$ cat src/rtl/lsu_byte_master.sv
// Load/store sequencer: turns one LW/SW/LBU/SB request into little-endian byte beats
// on a byte-wide memory port and reassembles load data into a one-cycle response.
module lsu_byte_master #(
  parameter int DATA_WIDTH = 32,
  parameter int ADDR_WIDTH = 32
) (
  input  logic                  clk,
  input  logic                  rst_n,
  input  logic                  req_valid,
  output logic                  req_ready,
  input  logic                  req_we,
  input  logic                  req_byte,
  input  logic [ADDR_WIDTH-1:0] req_addr,
  input  logic [DATA_WIDTH-1:0] req_wdata,
  output logic                  rsp_valid,
  output logic [DATA_WIDTH-1:0] rsp_rdata,
  output logic                  mem_en,
  output logic                  mem_we,
  output logic [ADDR_WIDTH-1:0] mem_addr,
  output logic [7:0]            mem_wdata,
  input  logic [7:0]            mem_rdata,
  input  logic                  mem_ack
);

  localparam int NB = DATA_WIDTH / 8;
  localparam int IW = (NB > 1) ? $clog2(NB) : 1;

  typedef enum logic [1:0] {IDLE, ACCESS, RESP} state_t;

  typedef struct packed {
    logic                  we;
    logic                  byt;
    logic [ADDR_WIDTH-1:0] addr;
    logic [DATA_WIDTH-1:0] wdata;
  } req_t;

  state_t                state, state_nxt;
  req_t                  req_q;
  logic [IW-1:0]         idx;
  logic [DATA_WIDTH-1:0] asm_q, asm_nxt, rsp_q;
  logic                  accept, beat_done, last_beat;

  assign accept    = (state == IDLE) && req_valid;
  assign beat_done = (state == ACCESS) && mem_ack;
  assign last_beat = req_q.byt || (idx == IW'(NB - 1));

  always_ff @(posedge clk or negedge rst_n) begin
    if (!rst_n) state <= IDLE;
    else        state <= state_nxt;
  end

  always_comb begin
    state_nxt = state;
    req_ready = 1'b0;
    rsp_valid = 1'b0;
    mem_en    = 1'b0;
    mem_we    = 1'b0;
    mem_addr  = '0;
    mem_wdata = '0;
    case (state)
      IDLE: begin
        req_ready = 1'b1;
        if (req_valid) state_nxt = ACCESS;
      end
      ACCESS: begin
        mem_en    = 1'b1;
        mem_we    = req_q.we;
        mem_addr  = req_q.addr + ADDR_WIDTH'(idx);
        mem_wdata = req_q.wdata[8*idx +: 8];
        if (mem_ack && last_beat) state_nxt = RESP;
      end
      RESP: begin
        rsp_valid = 1'b1;
        state_nxt = IDLE;
      end
      default: state_nxt = IDLE;
    endcase
  end

  // Byte lane the current beat lands in, merged over the partial word.
  always_comb begin
    asm_nxt = asm_q;
    asm_nxt[8*idx +: 8] = mem_rdata;
  end

  always_ff @(posedge clk or negedge rst_n) begin
    if (!rst_n) begin
      req_q <= '0;
      idx   <= '0;
      asm_q <= '0;
      rsp_q <= '0;
    end else if (accept) begin
      req_q <= '{we: req_we, byt: req_byte, addr: req_addr, wdata: req_wdata};
      idx   <= '0;
      asm_q <= '0;
    end else if (beat_done) begin
      idx <= idx + 1'b1;
      if (!req_q.we) asm_q <= asm_nxt;
      // Result is registered on the final ack so it is ready in RESP and held afterwards.
      if (last_beat) begin
        if (req_q.we)       rsp_q <= '0;
        else if (req_q.byt) rsp_q <= DATA_WIDTH'(asm_nxt[7:0]);
        else                rsp_q <= asm_nxt;
      end
    end
  end

  assign rsp_rdata = rsp_q;

endmodule
$ cat config.mk
export PLATFORM = sky130hd
export DESIGN_NAME = lsu_byte_master
export DESIGN_NICKNAME = d
export VERILOG_FILES = /design/src/rtl/lsu_byte_master.sv
export SDC_FILE = /design/constraint.sdc
export NUM_CORES = 1
export LEC_CHECK = 0
export CORE_UTILIZATION = 47
export CTS_BUF_LIST = sky130_fd_sc_hd__clkbuf_8
export DETAILED_ROUTE_END_ITERATION = 12
export HOLD_SLACK_MARGIN = 0.03
export PLACE_DENSITY = 0.85
export SLEW_MARGIN = 0
export SYNTH_ARGS = -nofsm -noshare
export SYNTH_HDL_FRONTEND = slang
export SYNTH_SLANG_ARGS = --single-unit
$ cat constraint.sdc
create_clock -name clk -period 2.3 [get_ports clk]
set_input_delay 0.345 -clock clk [delete_from_list [all_inputs] [get_ports clk]]
set_output_delay 0.345 -clock clk [all_outputs]
set_load 0.02 [all_outputs]
## Yosys cells after proc, flatten, opt, wreduce, memory -nomap -nowiden

Index checks and enable logic that the tools add are counted.

| storage, ports and cells | value |
|---|---|
| bits of input ports | 78 |
| flip-flop bits (word level) | 134 |
| logic and storage cells | 47 |
| output and inout bits | 76 |

| operators by class | value |
|---|---|
| $add $sub $neg | 3 |
| shift operators | 3 |
| muxes and demuxes | 17 |
| equal/unequal tests | 6 |
| bitwise logic cells | 1 |
| reduce and logical (&&, ||, !) cells | 9 |

Operators by type and width:

| operator | number |
|---|---|
| 32-bit 2-to-1 mux | 6 |
| 5-bit negation with 34-bit output | 1 |
| 8-bit by 34-bit variable shift with 32-bit output (first input constant) | 1 |
| 8-bit by 34-bit indexed part select with 32-bit output | 1 |
| 32-bit by 2-bit adder with 32-bit output | 1 |
| 32-bit bitwise mux | 1 |
| 32-bit by 6-bit indexed part select with 8-bit output | 1 |
| 2-bit 2-to-1 mux | 4 |
| 8-bit 2-to-1 mux | 1 |
| 2-bit equality test (second input constant) | 2 |
| 1-bit 2-to-1 mux | 4 |
| 2-bit by 1-bit != test with 1-bit output (second input constant) | 2 |
| 2-bit one-hot mux with 2 select lines | 1 |
| 2-bit AND reduction | 2 |
| 1-bit logical AND | 3 |
| 3-bit AND reduction | 1 |
| 2-bit by 1-bit adder with 2-bit output (second input constant) | 1 |
| 2-bit by 1-bit equality test with 1-bit output (second input constant) | 1 |
| 2-bit logical NOT | 1 |
| 2-bit != test (second input constant) | 1 |
| 2-bit nonzero test | 1 |
| 1-bit logical OR | 1 |
| 1-bit inverter | 1 |

## Depth between registers and ports, before layout

| depth | value |
|---|---|
| depth after elaboration | 6 |
| mapped depth | 8 |
| depth with buffers taken out | 6 |

## Worst setup path before layout

OpenSTA, ideal clock, no wires.

| timing path | value |
|---|---|
| path kind | register -> output |
| from | register idx[1] |
| to | output mem_addr[31] |
| path buffers | 1 |
| path slack | -0.369 ns |
| arrival time | 2.324 ns |
| stages on the path, launching flop included | 7 |
| required time | 1.955 ns |
| cell sequence | dfrtp_1 > ha_1 > a21oi_1 > or4b_1 > buf_2 > or4_1 > a21oi_1 |

| between the ends | value |
|---|---|
| longest elaborated chain between the ends | 2 |

RTL lines:

| element | line | source |
|---|---|---|
| start, declared | 39 | `logic [IW-1:0] idx;` |
| start signal, assigned | 97 | `idx <= idx + 1'b1;` |
| 32-bit by 2-bit adder with 32-bit output | 68 | `mem_addr = req_q.addr + ADDR_WIDTH'(idx);` |
| 32-bit 2-to-1 mux | 60 | `case (state)` |
| end, declared | 19 | `output logic [ADDR_WIDTH-1:0] mem_addr,` |

Every way passes these cells.

## Worst setup path after layout

| timing path | value |
|---|---|
| from | register idx[1] |
| to | output mem_addr[29] |

Same word-level chain as after synthesis.

==> impl_results.md <==
* Reg2Reg Setup Slack at 80 ps
* Kind of critical path: register to output pin
* DRT iter0 DRCs at 426
* Ys async rst share at 100%
* Total power at 12.0 mW
* Routability cong. at 0.870
* #FFs+latches synth at 134
* Largest net degree at the start of global routing at 60
* Synth unique cells at 42
* Clock period minus worst slack at 2960 ps
* CP peak stage delay at 500 ps
* FMAX at 338 MHz
* Max_cap viols at 0
* Adder-cell share of the synthesized area at 1.85%
* Input/output buffers at 153
* GRT Util Overall at 28.1%
* CP required at 1960 ps
* Diode count at 0
* GRT overflow at 0
* Die area at 0.0143 mm2
* Final hold violation count at 0
* Vias in the first global route at 5917
* CTS tree: done
* Layout cell share with drive strength beyond 1 at 39.3%
* Main combinational cell family by area after synthesis: simple AND/OR/NAND/NOR gates
* Post-synthesis cell area at 0.00649 mm2
* Clock Skews at 12.5 ps
* DP HPWL at 13.0 mm
* YS warnings at 0
* Post-route DRC at 0
* Layout Nets at 900
* DRT Wirelength at 19.8 mm
* R2R depth at 10
* CP Cell Sequence: ha_4 -> a21oi_2 -> or4b_4 -> buf_6 -> or4_4 -> a21oi_4 -> buf_6
* Post-Synth XOR/XNOR Area at 1.62%
* CTS sink cnt at 134
* Crit path capture type: output pin
* P_leak at 4.17 nW
* DRT antenna net count at 0
* Total CTS buffers at 17
* Total iterations of the first detailed-routing run at 4
* Avg Cell Area, Syn at 11.1 um2
* Least-Margin Pin Slew at 578 ps
* WP data arrival at 2620 ps
* Sequential area share after synthesis at 51.7%
* Worst reg2reg endpoint: rsp_rdata[31]$_DFFE_PN0P_
* Clock transition at path regs at 80 ps
* Final-report setup violation count at 35
* Setup ws final at -662 ps
* RSZ-0062 raised after global routing: yes
* Die width at 119 um
* Area Growth Syn to Fin at 51.8%
* Clk_lat worst skew at 450 ps
* Clk buf depth at 2
* Slew margin rel. at 61.4%
* Slew Viols, Final at 0
* EDFF count, synth at 0
* Syn Inst Count at 582
* Critical path fanouts, max at 5
* Starting Density at 48.6%
* Min-Delay Path Class: primary input to async pin
* Syn Nets at 669
* I/O pin total at 154
* Most used flip-flop cell after synthesis: dfrtp_1
* H-tree depth at 4
* Core area at 0.0133 mm2
* Pwr/cell area at 1220 mW/mm2
* Initial antenna violation count at 0
* Rows at 42
* RR Startpoint: idx[0]$_DFFE_PN0P_
* WL/cell at 19.8 um
* Via count at 5733
* Status: complete, but fails checks
* Final Cycle Share at 129%
* Critical path's slowest cell: or4b_4
* Die Span Y at 119 um
* Post-synthesis compound-gate area fraction at 13.5%
* Failing checks: setup timing
* First-pass GRT wire length at 30.9 mm
* Synth Area in Simple Gates at 15.2%
* Max VDD drop at 0.693 mV
* Critical Path Source Type: register
* Filler cells at 846
* Root buffer cell: clkbuf_8
* Via-to-Cell Ratio at 5.72
* Mux share of post-synthesis cell area at 13.7%
* WHS at 410 ps
* Crit path top cell by count: buf_6
flip-flops by register name, indices dropped and copies added, names as in the netlist:
register,flops
req_q,66
asm_q,32
idx,2
state,2
rsp_rdata,32
repair_timing:
item                                    in CTS  in global routing
endpoints found under the setup margin      42                 92
buffers inserted                            13                  8
cloned                                       2                  0
pin swaps                                   19                 19
gates resized for setup                    254                 45
hold buffers                                 1                  0
hold endpoints to repair                    56                  0
metrics by stage:
stage	setup WS (ps)	cell area [um2]	util [%]	setup TNS (ps)	instances
after floorplan	-120	6710	-	-1010	582
after global placement	-597	8910	66.8	-10070	949
after detailed placement	-675	8910	66.8	-11560	949
after CTS	-676	9640	72.2	-11110	996
after global routing	-712	9850	73.8	-14410	1002
final	-662	9850	73.8	-11970	1002
layout by cell type (no fill, tap or decap), types with 9 or more instances in the layout:
cell type | Yosys | layout
a21oi_1 | 52 | 33
or4_4 | 0 | 15
clkdlybuf4s50_1 | 0 | 110
buf_4 | 0 | 78
clkbuf_8 | 0 | 18
mux2_2 | 62 | 62
nor2b_1 | 34 | 33
a21o_1 | 9 | 9
o2bb2ai_1 | 24 | 24
a21oi_4 | 0 | 14
dfrtp_1 | 134 | 132
nand2_1 | 43 | 42
o21ai_0 | 31 | 29
nor2_1 | 22 | 19
buf_6 | 0 | 34
worst max path at each step:
stage | from | endpoint | slack, ps
after floorplan | idx[1]$_DFFE_PN0P_ | mem_addr[23] | -120
after global placement | idx[1]$_DFFE_PN0P_ | mem_addr[27] | -600
after detailed placement | idx[1]$_DFFE_PN0P_ | mem_addr[29] | -680
after CTS | idx[1]$_DFFE_PN0P_ | mem_addr[29] | -680
after global routing | idx[1]$_DFFE_PN0P_ | mem_addr[29] | -710
final | idx[1]$_DFFE_PN0P_ | mem_addr[29] | -660
kinds of logic (layout without fill, tap and decap cells):
group,count (synthesis),count (layout)
flops,134,134
xor+xnor,12,12
fa+ha+maj,9,9
mux,71,71
simple gates,175,175
compound gates,139,139
buf+inv,42,286
metal layers:
layer | up-vias | part of all wire (%) | global-route usage, %
met2 | 181 | 51 | 46.6
met4 | 0 | 3.5 | 14.4
li1 | 2584 | - | -
met5 | - | 0 | 0
met3 | 55 | 4.4 | 4.98
met1 | 2913 | 41 | 35.3
worst max-delay path, delay by kind of cell, from the launching register on:
kind                       cells  cell delay, ps
and+or+nand+nor                2             940
DFF                            1             430
buffers and inverters          2             290
adders and majority gates      1             280
AOI/OAI and AO/OA              2             220
Yosys cell counts, types with 2 or more instances:
cell type	instances	area, um2
a21o_1	9	67.6
nor4bb_1	2	20.0
or2_2	3	18.8
nand3b_1	2	15.0
a21oi_1	52	260
mux2_2	62	698
o31ai_1	15	113
dfrtp_1	134	3350
xnor2_1	7	61.3
o2bb2ai_1	24	210
xor2_1	5	43.8
nor2b_1	34	213
a22o_1	8	70.1
or3_1	2	12.5
nand4_1	7	43.8
clkbuf_1	29	109
inv_1	7	26.3
nand2b_1	2	12.5
or4_1	15	113
buf_1	4	15.0
nand2_1	43	161
and2_1	13	81.3
nand3_1	12	60.1
nor2_1	22	82.6
o21ai_0	31	155
nor4_1	3	18.8
and4_1	4	35.0
nor3_1	3	15.0
mux4_2	8	180
ha_1	8	100
power by group:
part / internal (mW) / switching, mW
Clock: 0.887 / 0.996
Sequential: 3.09 / 0.502
Combinational: 3.25 / 3.30
final cells by class:
type / instances / area, um2 / share of cell area (%)
well taps: 176 / 220 / 2.24
clock buffers: 18 / 248 / 2.52
inverters: 8 / 37.5 / 0.381
repair buffers: 246 / 2380 / 24.2
multi-input cells: 406 / 3480 / 35.3
flip-flops and latches: 134 / 3360 / 34.1
clock inverters: 14 / 126 / 1.28
Power figures use the tool's default switching activity.
